===== config.mk =====
export PLATFORM = sky130hd
export DESIGN_NAME = hazard_unit
export DESIGN_NICKNAME = d
export VERILOG_FILES = /design/src/rtl/hazard_unit_pkg.sv /design/src/rtl/instr_reg_write.sv /design/src/rtl/hazard_unit.sv
export SDC_FILE = /design/constraint.sdc
export NUM_CORES = 1
export LEC_CHECK = 0
export BUFFER_PORTS_ARGS = -buffer_cell sky130_fd_sc_hd__buf_2
export CAP_MARGIN = 10
export CORE_UTILIZATION = 37
export DETAILED_ROUTE_END_ITERATION = 6
export GPL_ROUTABILITY_DRIVEN = 0
export HOLD_SLACK_MARGIN = 0.02
export PLACE_DENSITY = 0.73
export SLEW_MARGIN = 40
export SYNTH_ARGS = -nofsm -noshare
export SYNTH_HDL_FRONTEND = slang
export SYNTH_SLANG_ARGS = --single-unit
export TNS_END_PERCENT = 1

===== constraint.sdc =====
create_clock -name clk -period 1.8 [get_ports clk]
set_clock_uncertainty 0.05 [all_clocks]
set_input_delay 0.18 -clock clk [delete_from_list [all_inputs] [get_ports clk]]
set_output_delay 0.18 -clock clk [all_outputs]
set_load 0.005 [all_outputs]

===== src/rtl/hazard_unit_pkg.sv =====
// Shared definitions for the hazard unit: instruction fields, opcodes,
// read-timing and forward-select codes, and per-stage tracking records.
package hazard_unit_pkg;

    localparam logic [5:0] OpRtype = 6'h00;
    localparam logic [5:0] OpJ     = 6'h02;
    localparam logic [5:0] OpJal   = 6'h03;
    localparam logic [5:0] OpAddi  = 6'h08;
    localparam logic [5:0] OpAddiu = 6'h09;
    localparam logic [5:0] OpSlti  = 6'h0A;
    localparam logic [5:0] OpSltiu = 6'h0B;
    localparam logic [5:0] OpAndi  = 6'h0C;
    localparam logic [5:0] OpOri   = 6'h0D;
    localparam logic [5:0] OpXori  = 6'h0E;
    localparam logic [5:0] OpLui   = 6'h0F;
    localparam logic [5:0] OpLw    = 6'h23;
    localparam logic [5:0] OpSw    = 6'h2B;
    localparam logic [5:0] FnJr    = 6'h08;

    localparam logic [1:0] ReadNone = 2'b00;
    localparam logic [1:0] ReadEx   = 2'b01;
    localparam logic [1:0] ReadMem  = 2'b10;

    localparam logic [1:0] FwdReg   = 2'b00;
    localparam logic [1:0] FwdExMem = 2'b01;
    localparam logic [1:0] FwdMemWb = 2'b10;

    typedef struct packed {
        logic       v;
        logic [4:0] dest;
        logic [1:0] ready;
        logic [4:0] rs;
        logic [4:0] rt;
        logic [1:0] read_rs;
        logic [1:0] read_rt;
    } ex_stage_t;

    typedef struct packed {
        logic       v;
        logic [4:0] dest;
        logic [1:0] ready;
        logic [4:0] rt;
        logic [1:0] read_rt;
    } mem_stage_t;

    typedef struct packed {
        logic       v;
        logic [4:0] dest;
    } wb_stage_t;

    function automatic logic [5:0] op_f(input logic [31:0] instr);
        return instr[31:26];
    endfunction

    function automatic logic [5:0] fn_f(input logic [31:0] instr);
        return instr[5:0];
    endfunction

    function automatic logic [4:0] rs_f(input logic [31:0] instr);
        return instr[25:21];
    endfunction

    function automatic logic [4:0] rt_f(input logic [31:0] instr);
        return instr[20:16];
    endfunction

    function automatic logic [4:0] rd_f(input logic [31:0] instr);
        return instr[15:11];
    endfunction

endpackage


===== src/rtl/instr_reg_write.sv =====
// Combinational write decode: which register an instruction writes and
// the stage at whose end the result becomes available.
module instr_reg_write
    import hazard_unit_pkg::*;
(
    input  logic [31:0] instr,
    output logic        wen,
    output logic [4:0]  dest,
    output logic [1:0]  ready
);

    logic wen_raw;
    logic unused_shamt;

    assign unused_shamt = ^instr[10:6];

    always_comb begin
        wen_raw = 1'b0;
        dest    = 5'd0;
        ready   = ReadNone;
        case (op_f(instr))
            OpRtype: begin
                if (fn_f(instr) != FnJr) begin
                    wen_raw = 1'b1;
                    dest    = rd_f(instr);
                    ready   = ReadEx;
                end
            end
            OpLw: begin
                wen_raw = 1'b1;
                dest    = rt_f(instr);
                ready   = ReadMem;
            end
            OpAddi, OpAddiu, OpSlti, OpSltiu, OpAndi, OpOri, OpXori, OpLui: begin
                wen_raw = 1'b1;
                dest    = rt_f(instr);
                ready   = ReadEx;
            end
            OpJal: begin
                wen_raw = 1'b1;
                dest    = 5'd31;
                ready   = ReadEx;
            end
            default: ;
        endcase
        // $0 is never a real destination, so it can never be matched downstream.
        wen = wen_raw & (dest != 5'd0);
    end

endmodule


===== src/rtl/hazard_unit.sv =====
// Tracks in-flight register writes through EX/MEM/WB and derives the
// load-use stall, the operand forward selects and a saturating stall counter.
module hazard_unit
    import hazard_unit_pkg::*;
(
    input  logic        clk,
    input  logic        rst,
    input  logic [31:0] instrId,
    input  logic        idValid,
    input  logic [1:0]  readRs,
    input  logic [1:0]  readRt,
    input  logic        flush,
    output logic        stall,
    output logic [1:0]  fwdRsEx,
    output logic [1:0]  fwdRtEx,
    output logic        fwdRtMem,
    output logic [15:0] stallCount
);

    logic       id_wen;
    logic [4:0] id_dest;
    logic [1:0] id_ready;
    logic       stall_raw;

    ex_stage_t  ex_q, ex_d;
    mem_stage_t mem_q;
    wb_stage_t  wb_q;

    instr_reg_write u_dec (
        .instr (instrId),
        .wen   (id_wen),
        .dest  (id_dest),
        .ready (id_ready)
    );

    function automatic logic [1:0] fwd_sel(input logic [1:0] rd_time, input logic [4:0] src,
                                           input mem_stage_t mem, input wb_stage_t wb);
        logic [1:0] sel;
        sel = FwdReg;
        if (rd_time != ReadNone) begin
            if (mem.v && mem.ready == ReadEx && mem.dest == src) begin
                sel = FwdExMem;
            end else if (wb.v && wb.dest == src) begin
                sel = FwdMemWb;
            end
        end
        return sel;
    endfunction

    always_comb begin
        stall_raw = idValid && ex_q.v && ex_q.ready == ReadMem &&
                    ((readRs == ReadEx && rs_f(instrId) == ex_q.dest) ||
                     (readRt == ReadEx && rt_f(instrId) == ex_q.dest));
        // A flush squashes the consumer, so its stall must not take effect.
        stall    = stall_raw && !flush;
        fwdRsEx  = fwd_sel(ex_q.read_rs, ex_q.rs, mem_q, wb_q);
        fwdRtEx  = fwd_sel(ex_q.read_rt, ex_q.rt, mem_q, wb_q);
        fwdRtMem = mem_q.read_rt == ReadMem && wb_q.v && wb_q.dest == mem_q.rt;
    end

    always_comb begin
        ex_d = '0;
        if (idValid && !flush && !stall) begin
            ex_d.v       = id_wen;
            ex_d.dest    = id_dest;
            ex_d.ready   = id_ready;
            ex_d.rs      = rs_f(instrId);
            ex_d.rt      = rt_f(instrId);
            ex_d.read_rs = readRs;
            ex_d.read_rt = readRt;
        end
    end

    always_ff @(posedge clk) begin
        if (rst) begin
            ex_q       <= '0;
            mem_q      <= '0;
            wb_q       <= '0;
            stallCount <= 16'd0;
        end else begin
            ex_q          <= ex_d;
            mem_q.v       <= ex_q.v;
            mem_q.dest    <= ex_q.dest;
            mem_q.ready   <= ex_q.ready;
            mem_q.rt      <= ex_q.rt;
            mem_q.read_rt <= ex_q.read_rt;
            wb_q.v        <= mem_q.v;
            wb_q.dest     <= mem_q.dest;
            if (stall && stallCount != 16'hFFFF) begin
                stallCount <= stallCount + 16'd1;
            end
        end
    end

endmodule


==> key figures <==
Outcome
  • Outcome: complete, but fails checks
  • Violated checks: setup timing

Logic synthesis
  • Synth Register Bits: 59
  • Ys async rst share: 0%
  • Yosys warnings: 0
  • Post-Syn Area: 2680 µm²
  • Leading area contributor after synthesis: dfxtp_1
  • Top cell type's share of synthesized area: between 40% and 50%
  • Synth Flop Type: dfxtp_1
  • Post-synth EDFFs: 0
  • Yosys cell types: 45
  • Cells after Synth: 287
  • Syn Nets: roughly 330
  • Mapped Avg Cell Area: 9.35 µm²
  • Top cells by area, synth: dfxtp_1, xnor2_1, nor2b_1
  • Sequential fraction of the synthesis area: 44.0%

Clock network
  • Clock tree buffer depth: 2
  • CTS buffer count: 9
  • Clk_lat worst skew: 0.33 ns
  • Clock sink total: 59
  • Clock slew at reported path FFs: 0.07 ns
  • CTS tree: built
  • H-tree depth: 3
  • CTS Root Cell: clkbuf_8

Worst setup path
  • RR Endpoint: stallCount[6]
  • Setup crit end: stall
  • CP Class: reg2out
  • CP max FO: 3
  • Flop-to-flop setup slack: -0.22 ns
  • Critical Path AT: 1.79 ns
  • CP startpoint kind: flip-flop
  • Critical Path Start: ex_q[19]
  • Crit end category: primary output
  • Reg2reg start: ex_q[17]
  • Worst Path Required: 1.57 ns
  • Worst Reg-to-Reg Cells: 6

Place
  • I/O Buffers: 56
  • Worst slack, placed: -0.186 ns
  • Dpl cell area: between 3000 and 4000 µm²
  • DP HPWL: 4640 µm
  • Dpl cells: roughly 460

Die
  • Die area: 7600 µm²
  • Die height: 87.2 µm
  • Rows: 30
  • Die Wd: 87.2 µm
  • I/O pins: between 60 and 70
  • Initial Util: 38.8%
  • Core Box Area: 6910 µm²

Drt
  • Routed vias/inst: 5.24
  • Wire per inst: about 15 µm
  • DRC viols: 0
  • Final wirelength: 7240 µm
  • Drt pass-1 iters: 4
  • Post-route ant nets: 0
  • Detailed-route via count: 2535
  • Drt first-iter violations: 178

Hold path
  • Worst hold path stage count: 2
  • Hold WC Path Type: in2reg

Final layout
  • Register area: 1210 µm²
  • Most frequent cells in the layout: buf_2, dfxtp_1, buf_4
  • Most common cell after layout, fill and taps aside: buf_2
  • Fillers: roughly 600
  • Layout area overhead: 42.0%
  • Final Cell Area: 3810 µm²
  • Inserted Diodes: 0
  • Non-Filler Instances: 484
  • Final nets: 424
  • Post-Route Utilization: around 55%
  • Area of the multi-input gates: 1630 µm²
  • Layout cells sized above 1: 41.5%

Timing
  • Hold slack: 0.0362 ns
  • Least-Margin Pin Slew: 0.556 ns
  • Hold Fails Final Rpt: 0
  • Final worst setup slack: -0.219 ns
  • Max Freq: 495 MHz
  • Fin crit share: 112%
  • Slew Viols, Final: 0
  • Post-layout min period: 2.02 ns
  • Unrepaired setup endpoints after global routing: yes
  • Final setup vio count: 39
  • Fin Setup TNS: -3.42 ns
  • Slew margin rel.: between 60% and 70%

Power
  • Pwr per Cell Area: ~770 nW/µm²
  • Peak supply drop: 0.000411 V
  • Total power draw: between 2 and 3 mW
  • Lkg Pwr: around 1.5 nW

Global route
  • Largest net degree at the start of global routing: 24
  • Vias in the first global route: 2495
  • Total GRT Usage: 19.9%
  • GRT overflow: 0
  • First-pass GRT wire length: 11600 µm
  • Antenna violations before repair: 0

Run
  • Max Cap Viol: 0
[report_power, final]
part / switching [mW] / internal, mW
clock: 0.543 / 0.903
sequential: 0.0115 / 1.31
combinational: 0.0878 / 0.0898
[worst min path at each step]
stage | startpoint | end | slack (ns)
3_3_place_gp | instrId[30] | ex_q[15] | 0.35
4_1_cts | readRt[1] | ex_q[1] | 0.02
5_1_grt | readRs[1] | ex_q[3] | 0.03
2_1_floorplan | instrId[30] | ex_q[15] | 0.21
3_5_place_dp | instrId[30] | ex_q[15] | 0.35
6_report | readRs[1] | ex_q[3] | 0.04
[what timing repair did]
item                       CTS  global route
cloned                       3             0
hold buffers                 1             0
hold endpoints to repair     1             0
setup buffers                7             2
setup endpoints to repair   27            43
resized for setup           19            22
pin swaps                   19            11
[Yosys cell counts (2+ instances only)]
cell      number
xnor2_1       29
clkbuf_1       7
mux2_1         2
inv_1          5
xor2_1         6
nor2b_1       26
o21a_1         3
o31ai_1        4
nand3_1        9
nand4_1        9
nor3_1         8
o211ai_1       3
a21oi_1       14
or3_1          8
nand2_1       11
o21ai_0       11
a221oi_1       5
dfxtp_1       59
or4_1          5
nor4_1         4
buf_6          3
and3_1        15
nor2_1        19
[final cells by class]
class / count / share of cell area (%)
multi-input combinational: 215 / 42.7
clock buffer: 11 / 4.27
timing repair buffer: 93 / 15.4
inverter: 5 / 0.493
clock inverter: 5 / 2.17
sequential: 59 / 31.8
tap: 96 / 3.15
[worst max-delay path: stages, from the launching register on]
cell and delay [ns]:
dfxtp_2 0.34, buf_6 0.12, xnor2_2 0.14, nand4_1 0.23, buf_4 0.21, o22a_1 0.19, nor2_1 0.10, buf_2 0.12
[state kept, by name (all words and copies together), names as in the netlist]
signal / flops
stallCount: 16
wb_q: 6
mem_q: 15
ex_q: 22
[per-layer routing]
layer	GRT usage [%]	part of all wire (%)	wire length (µm)	vias up
met5	0	0	0	-
met4	10.4	2.6	187	0
met3	4.64	5.0	359	21
met2	34.9	51	3710	87
met1	22.4	41	2990	1187
li1	-	-	-	1240
[cells by family after synthesis]
kind of cell    after synthesis  share of synthesized area, %
simple gates                125                          27.4
flops                        59                          44.0
mux                           4                          1.77
buf+inv                      16                          3.12
fa+ha+maj                     1                         0.466
compound gates               47                          11.8
xor+xnor                     35                          11.4
(Power assumes the default switching activity.)
